<file path="src/rtl/muldiv_sequencer.sv">
// Iterative MULT/MULTU/DIV/DIVU unit with HI/LO registers and a core stall request.
// Optional build macro: MULDIV_EARLY_OUT_EN (multiplies finish once the multiplier runs out of set bits).
module muldiv_sequencer #(
    parameter int XLEN = 32
) (
    input  logic            clk,
    input  logic            reset,
    input  logic            start,
    input  logic [1:0]      op,
    input  logic [XLEN-1:0] rs_val,
    input  logic [XLEN-1:0] rt_val,
    input  logic            mthi,
    input  logic            mtlo,
    input  logic [XLEN-1:0] wdata,
    input  logic            read_req,
    output logic            busy,
    output logic            stall,
    output logic            done,
    output logic            div_by_zero,
    output logic [XLEN-1:0] hi,
    output logic [XLEN-1:0] lo
);
    localparam int CW = $clog2(XLEN);
    localparam int PW = 2 * XLEN;

    typedef enum logic [1:0] {S_IDLE, S_RUN, S_FIX} state_t;

    state_t          state_q, state_d;
    logic [CW-1:0]   cnt_q, cnt_d;
    logic            is_div_q, is_div_d;
    logic            neg_q, neg_d;
    logic            neg_rem_q, neg_rem_d;
    logic            dbz_op_q, dbz_op_d;
    logic [XLEN-1:0] raw_rs_q, raw_rs_d;
    logic [PW-1:0]   mcand_q, mcand_d;
    logic [XLEN-1:0] mplier_q, mplier_d;
    logic [PW-1:0]   acc_q, acc_d;
    logic [XLEN-1:0] hi_q, hi_d;
    logic [XLEN-1:0] lo_q, lo_d;
    logic            done_q, done_d;
    logic            div_by_zero_q, div_by_zero_d;

    logic            rs_neg, rt_neg, last_iter;
    logic [XLEN-1:0] rs_mag, rt_mag, quo_fix, rem_fix;
    logic [XLEN:0]   rem_trial, div_sub;
    logic [PW-1:0]   prod_fix;

    always_comb begin
        state_d       = state_q;
        cnt_d         = cnt_q;
        is_div_d      = is_div_q;
        neg_d         = neg_q;
        neg_rem_d     = neg_rem_q;
        dbz_op_d      = dbz_op_q;
        raw_rs_d      = raw_rs_q;
        mcand_d       = mcand_q;
        mplier_d      = mplier_q;
        acc_d         = acc_q;
        hi_d          = hi_q;
        lo_d          = lo_q;
        done_d        = 1'b0;
        div_by_zero_d = div_by_zero_q;

        // op[0]==0 selects the signed variants; magnitudes are taken at accept.
        rs_neg = ~op[0] & rs_val[XLEN-1];
        rt_neg = ~op[0] & rt_val[XLEN-1];
        rs_mag = rs_neg ? -rs_val : rs_val;
        rt_mag = rt_neg ? -rt_val : rt_val;

        // Restoring divide: partial remainder lives in acc_q's upper half, dividend/quotient in the lower.
        rem_trial = acc_q[PW-1:XLEN-1];
        div_sub   = rem_trial - {1'b0, mcand_q[XLEN-1:0]};

        prod_fix = neg_q ? -acc_q : acc_q;
        quo_fix  = neg_q ? -acc_q[XLEN-1:0] : acc_q[XLEN-1:0];
        rem_fix  = neg_rem_q ? -acc_q[PW-1:XLEN] : acc_q[PW-1:XLEN];

`ifdef MULDIV_EARLY_OUT_EN
        last_iter = (cnt_q == CW'(XLEN - 1)) || (!is_div_q && ((mplier_q >> 1) == '0));
`else
        last_iter = (cnt_q == CW'(XLEN - 1));
`endif

        case (state_q)
            S_IDLE: begin
                if (start) begin
                    state_d       = S_RUN;
                    cnt_d         = '0;
                    is_div_d      = op[1];
                    neg_d         = rs_neg ^ rt_neg;
                    neg_rem_d     = rs_neg;
                    dbz_op_d      = op[1] & (rt_val == '0);
                    raw_rs_d      = rs_val;
                    mcand_d       = {{XLEN{1'b0}}, op[1] ? rt_mag : rs_mag};
                    mplier_d      = rt_mag;
                    acc_d         = op[1] ? {{XLEN{1'b0}}, rs_mag} : '0;
                    div_by_zero_d = 1'b0;
                end else begin
                    if (mthi) hi_d = wdata;
                    if (mtlo) lo_d = wdata;
                end
            end
            S_RUN: begin
                if (is_div_q) begin
                    if (!div_sub[XLEN]) acc_d = {div_sub[XLEN-1:0], acc_q[XLEN-2:0], 1'b1};
                    else                acc_d = {acc_q[PW-2:0], 1'b0};
                end else begin
                    if (mplier_q[0]) acc_d = acc_q + mcand_q;
                    mcand_d  = mcand_q << 1;
                    mplier_d = mplier_q >> 1;
                end
                cnt_d = cnt_q + CW'(1);
                if (last_iter) state_d = S_FIX;
            end
            S_FIX: begin
                state_d = S_IDLE;
                done_d  = 1'b1;
                if (!is_div_q) begin
                    hi_d = prod_fix[PW-1:XLEN];
                    lo_d = prod_fix[XLEN-1:0];
                end else if (dbz_op_q) begin
                    hi_d          = raw_rs_q;
                    lo_d          = '1;
                    div_by_zero_d = 1'b1;
                end else begin
                    hi_d = rem_fix;
                    lo_d = quo_fix;
                end
            end
            default: state_d = S_IDLE;
        endcase
    end

    always_ff @(posedge clk) begin
        if (reset) begin
            state_q       <= S_IDLE;
            cnt_q         <= '0;
            is_div_q      <= 1'b0;
            neg_q         <= 1'b0;
            neg_rem_q     <= 1'b0;
            dbz_op_q      <= 1'b0;
            raw_rs_q      <= '0;
            mcand_q       <= '0;
            mplier_q      <= '0;
            acc_q         <= '0;
            hi_q          <= '0;
            lo_q          <= '0;
            done_q        <= 1'b0;
            div_by_zero_q <= 1'b0;
        end else begin
            state_q       <= state_d;
            cnt_q         <= cnt_d;
            is_div_q      <= is_div_d;
            neg_q         <= neg_d;
            neg_rem_q     <= neg_rem_d;
            dbz_op_q      <= dbz_op_d;
            raw_rs_q      <= raw_rs_d;
            mcand_q       <= mcand_d;
            mplier_q      <= mplier_d;
            acc_q         <= acc_d;
            hi_q          <= hi_d;
            lo_q          <= lo_d;
            done_q        <= done_d;
            div_by_zero_q <= div_by_zero_d;
        end
    end

    assign busy        = (state_q != S_IDLE);
    assign stall       = busy & (read_req | start | mthi | mtlo);
    assign done        = done_q;
    assign div_by_zero = div_by_zero_q;
    assign hi          = hi_q;
    assign lo          = lo_q;
endmodule

</file>
<file path="config.mk">
export PLATFORM = sky130hd
export DESIGN_NAME = muldiv_sequencer
export DESIGN_NICKNAME = d
export VERILOG_FILES = /design/src/rtl/muldiv_sequencer.sv
export SDC_FILE = /design/constraint.sdc
export NUM_CORES = 1
export LEC_CHECK = 0
export ABC_AREA = 0
export CAP_MARGIN = 0
export CELL_PAD_IN_SITES_DETAIL_PLACEMENT = 0
export CELL_PAD_IN_SITES_GLOBAL_PLACEMENT = 2
export CORE_ASPECT_RATIO = 2
export CORE_MARGIN = 10
export CORE_UTILIZATION = 35
export DETAILED_ROUTE_END_ITERATION = 12
export GPL_ROUTABILITY_DRIVEN = 0
export PLACE_DENSITY_LB_ADDON = 0.1
export RECOVER_POWER = 25
export SLEW_MARGIN = 25
export SYNTH_ARGS = -nofsm -noshare
export SYNTH_HDL_FRONTEND = slang
export SYNTH_SLANG_ARGS = --single-unit
</file>
<file path="constraint.sdc">
create_clock -name clk -period 4 [get_ports clk]
set_input_delay 0.8 -clock clk [delete_from_list [all_inputs] [get_ports clk]]
set_output_delay 0.8 -clock clk [all_outputs]
set_load 0.02 [all_outputs]
</file>
Word level (Yosys, flattened, before mapping):

Index checks and enable logic that the tools add are counted.

* bits in registers: 269
* input port bits: 104
* output and inout bits: 68

* reductions and logical operators: 13
* mux-type cells: 38
* add/subtract/negate cells: 8
* bitwise operators: 9
* equality and inequality tests: 12

Operator list (count)
* 2-to-1 mux 32 bit: 16
* 2-to-1 mux 64 bit: 7
* case mux 64 bit (2 select lines): 2
* case mux 32 bit (2 select lines): 3
* negator 32 bit: 4
* adder 64 bit: 1
* negator 64 bit: 1
* subtractor 33 x 32 -> 33 bit: 1
* zero test 32 bit: 1
* inequality test 2 bit, second input constant: 8
* AND reduction 3 bit: 4
* case mux 5 bit (2 select lines): 1
* AND reduction 2 bit: 3
* nonzero test 2 bit: 3
* adder 5 x 1 -> 5 bit, second input constant: 1
* == test 5 bit, second input constant: 1
* 2-to-1 mux 5 bit: 1
* AND 1 bit: 4
* 2-to-1 mux 1 bit: 4
* 2-to-1 mux 2 bit: 2
* case mux 2 bit (2 select lines): 1
* AND reduction 4 bit: 1
* inequality test 3 bit, second input constant: 1
* bitwise OR 1 bit: 3
* 6 further kinds: 6

Depth between registers and ports, before layout:

* word-level depth: 6
* depth in mapped cells: 15

Least setup slack after synthesis:

No wires, ideal clock.

* kind: reg-to-reg
* start point: reg acc_q[31]
* end point: reg acc_q[37]
* cell stages (with the launch flop): 15
* setup slack: 550 ps
* required time: 3872 ps
* data arrival time: 3323 ps
* cell sequence: dfxtp_1 > inv_1 > ha_1 > fa_1 > nand2b_1 > a21o_1 > a211oi_1 > o221ai_2 > a211oi_2 > or3_1 > and3_1 > buf_2 > mux2_1 > a222oi_1 > nor2_1

* longest elaborated chain between the ends: 4
* elaborated cells between the ends (all ways): 6
* those cells by class: add/sub (2); mux (4)

Ends and longest elaborated chain
* start: declaration: line 37 `logic [PW-1:0] acc_q, acc_d;`
* start signal: assignment: line 145 `acc_q <= '0;`
* start signal: assignment: line 160 `acc_q <= acc_d;`
* adder 64 bit or subtractor 33 x 32 -> 33 bit (tied branches): line 108, 72
* 2-to-1 mux 64 bit, on equally long branches: line 108, 105
* 2-to-1 mux 64 bit (*): line 104 `if (is_div_q) begin`
* case mux 64 bit (2 select lines) (*): line 84 `case (state_q)`

Mark *: on every way between the ends. The rest lies on a longest branch, timed or not. The select of a mux whose other input is x is not followed.
A chain may end at the register's enable or synchronous reset.

Final worst setup path:

* start point: reg mcand_q[5]
* end point: reg acc_q[37]

* longest elaborated chain between the ends: 4
* elaborated cells between the ends (all ways): 6
* those cells by class: add/sub (2); mux (4)

Ends and longest elaborated chain
* start: declaration: line 35 `logic [PW-1:0] mcand_q, mcand_d;`
* start signal: assignment: line 158 `mcand_q <= mcand_d;`
* adder 64 bit or subtractor 33 x 32 -> 33 bit (tied branches): line 108, 72
* 2-to-1 mux 64 bit, on equally long branches: line 108, 105
* 2-to-1 mux 64 bit (*): line 104
* case mux 64 bit (2 select lines) (*): line 84

Marked as above.

==> flow_metrics.tcl <==
set metrics [dict create \
    synth_ff_type "dfxtp_1" \
    critical_path_buf_inv_count 4 \
    cp_cell_sequence "inv_1 -> ha_1 -> a21oi_1 -> nor3b_1 -> a211oi_1 -> buf_4 -> o221ai_2 -> a211oi_2 -> buf_4 -> or3_1 -> and3_1 -> buf_12 -> mux2_1 -> a222oi_1 -> nor2_1" \
    min_to "mplier_q[5]" \
    num_vias 23000 \
    antenna_found_initial 1 \
    avgSynthCellArea_um2 7.34 \
    drv_cap 3 \
    reg2reg_slack_ns 0.12 \
    grt_pass1_vias 22400 \
    worstSkewPairLatency_ns 0.62 \
    met1_length_um 38100 \
    finalNetCount 3257 \
    yosysSeqAreaShare_pct 25.4 \
    cp-start-kind "register" \
    rsz0062_at_grt "no" \
    clkPwrFrac_pct 36.8 \
    via_per_inst 5.98 \
    rr_startpoint "mcand_q[5]" \
    ys_seq_elements 269 \
    crit_arrival_ns 4.37 \
    first_iter_violations 1822 \
    cts_setup_buffers 0 \
    violations "capacitance limit, slew limit" \
    top_layer_used "met4" \
    wl_met3_um 5630 \
    crit_fanout 14 \
    dr.pass1.iters 6 \
    antenna_left 0 \
    core_region_area_um2 60100 \
    switching_power_mw 3.17 \
    cts_tree "built" \
    cts_max_level 1 \
    die_w_um 194 \
    drive_above_1_share_pct 9.37 \
    dp_hpwl_um 85100 \
    grt_use_total_pct 28.7 \
    timing_worst_slew_pin_value_ns 2.49 \
    die_h_um 368 \
    numCtsBuffers 30 \
    min_path_type "reg2reg" \
    antennaDiodeCount 0 \
    maxSlewViolCount 146 \
    wl_um 108000 \
    grt_pass1_wl_um 156000 \
    synth-edff-count 0 \
    clk_pin_slew_ns 0.07 \
    switching_share_pct 35.7 \
    p_seq_share_pct 34.3 \
    top_level_ports 172 \
    required_ns 4.48 \
    p_leak_nw 10.1 \
    syn_area_um2 21200 \
    fin_crit_ns 3.88 \
    clk_path_buf_depth 3 \
    peakVddDrop_uv 330 \
    crit_path_top_delay_cell "dfxtp_1" \
    hp-start "mplier_q[5]" \
    crit_type "reg2reg" \
    crit_family "compound AO/OA/AOI/OAI gates" \
    power.density_nw_per_um2 346 \
    cts-root-buf "clkbuf_16" \
    port_buffers 171 \
    cp_common_cell "buf_4" \
    slew_headroom_pct -65.8 \
    grt_max_degree 140 \
    setup_violations 0 \
    whs_ns 0.451 \
    p_int_mw 5.71 \
    nFillCells 6306 \
    worstSetupEndpointType "register" \
    status "complete, but fails checks" \
    timing.rr.end "acc_q[37]" \
    hold_depth 2 \
    die-area_um2 71500 \
    final_hold_viol_count 0 \
    ys_async_sr_fraction_pct 0 \
    clock_skew_ns 0.0230 \
    fmax_mhz 258 \
    synth_nets 3101 \
    postSynthCellCount 2894 \
    wl_per_cell_um 28.0 \
    route.met2.wl_um 53000 \
    route.detailed.drc 0 \
    pwr-share-comb_pct 28.9 \
    start_util_pct 35.4 \
    numClockSinks 269 \
    reg2regPathDepth 15 \
    tns_ns 0 \
    ys.warnings.count 0 \
    period_share_pct 97.0 \
    grt_overflow 0 \
    num_rows 127 \
    synth.distinct_cells 93 \
    area_growth_pct 20.7 \
    slowest_delay_ns 0.44 \
]
cells in the final DEF (no fill, tap or decap), types with 23 or more instances in the layout:
cell / count
nand4_1: 34
clkbuf_16: 31
nand3_1: 47
ha_1: 101
dlygate4sd3_1: 38
nand2b_1: 25
xor2_1: 85
buf_4: 162
o31ai_1: 23
o211ai_1: 52
nor2b_1: 26
a311oi_1: 54
clkdlybuf4s50_1: 131
xnor2_1: 141
mux2i_1: 45
o21ai_0: 167
a22oi_1: 52
nor2_1: 349
dfxtp_1: 267
a21o_1: 53
a211oi_1: 105
a21oi_1: 240
nand2_1: 352
nor3_1: 50
inv_1: 75
cell families after synthesis:
| family | after synthesis | share of synthesized area [%] |
|---|---|---|
| flip-flops | 269 | 25.4 |
| AO/OA/AOI/OAI | 928 | 29.6 |
| AND/OR/NAND/NOR | 1015 | 21.5 |
| buffers and inverters | 297 | 5.33 |
| XOR/XNOR | 226 | 9.32 |
| multiplexers | 56 | 2.70 |
| adder cells (fa/ha/maj) | 103 | 6.14 |
cell usage after synthesis (18+ instances only):
cell,n,area (um2)
nor2_1,353,1330
o21ai_0,167,836
xor2_1,85,744
buf_1,25,93.8
inv_1,75,282
nand4_1,34,213
a21oi_1,240,1200
o31ai_1,23,173
dfxtp_1,269,5390
nand2b_1,26,163
clkbuf_1,190,713
nor4_1,19,119
or3_1,19,119
xnor2_1,141,1230
nor3_1,50,250
nand2_1,352,1320
a311oi_1,55,482
mux2i_1,45,450
and3_1,18,113
nand3_1,47,235
a211oi_1,105,788
a21o_1,53,398
a221oi_1,20,175
nor2b_1,28,175
o211ai_1,52,390
ha_1,101,1260
a22oi_1,52,390
flip-flops by register name (all words and copies together), names as in the netlist:
register,flops
lo,32
cnt_q,5
div_by_zero,1
is_div_q,1
mcand_q,64
done,1
neg_rem_q,1
neg_q,1
hi,32
mplier_q,32
state_q,2
acc_q,64
raw_rs_q,32
dbz_op_q,1
per-layer routing:
metal / global-route usage (%) / vias to the layer above
li1: - / 10800
met5: 0 / -
met4: 25.6 / 0
met3: 3.80 / 278
met1: 29.3 / 11000
met2: 50.3 / 931
worst max path at each step:
stage,start,end,slack (ns),cells past startpoint
6_report,mcand_q[5],acc_q[37],0.12,15
5_1_grt,state_q[1],neg_q,0.006,6
4_1_cts,acc_q[8],acc_q[50],0.15,12
3_5_place_dp,rs_val[6],mcand_q[14],0.001,10
3_3_place_gp,rs_val[6],mcand_q[14],0.03,10
2_1_floorplan,acc_q[31],acc_q[37],0.55,14
tightest hold or removal path, cell delays in order, from the launching register on:
cell and delay (ns):
dfxtp_1 0.31, nand2_1 0.05, a21oi_1 0.05
power by group through the flow:
stage	clock network (mW)	logic [mW]	registers (mW)
after floorplan	0	1.44	3.08
after global placement	0	2.52	3.10
after detailed placement	0	2.52	3.10
after CTS	3.34	2.54	3.04
after global routing	3.42	2.75	3.06
final	3.27	2.56	3.05
stage by stage:
stage / area (um2) / total power [mW] / setup slack [ns] / utilization (%) / instances
after floorplan: 21200 / 4.52 / 0.550 / - / 2894
after global placement: 24500 / 5.62 / 0.0281 / 40.9 / 3792
after detailed placement: 24600 / 5.63 / 0.00109 / 40.9 / 3792
after CTS: 25700 / 8.92 / 0.152 / 42.7 / 3848
after global routing: 25600 / 9.24 / 0.00644 / 42.7 / 3848
final: 25600 / 8.88 / 0.119 / 42.7 / 3848
cell type report:
type / instances / area, um2 / share of cell area, %
Tap cell: 774 / 968 / 3.78
Inverter: 75 / 282 / 1.10
Clock inverter: 19 / 295 / 1.15
Timing Repair Buffer: 346 / 3090 / 12.1
Multi-Input combinational cell: 2328 / 14800 / 57.7
Clock buffer: 37 / 828 / 3.23
Sequential cell: 269 / 5390 / 21.0
timing repair:
action	in CTS	in global routing
gates resized for setup	0	1
hold buffers	0	0
setup endpoints to repair	0	2
Power figures use the tool's default switching activity.
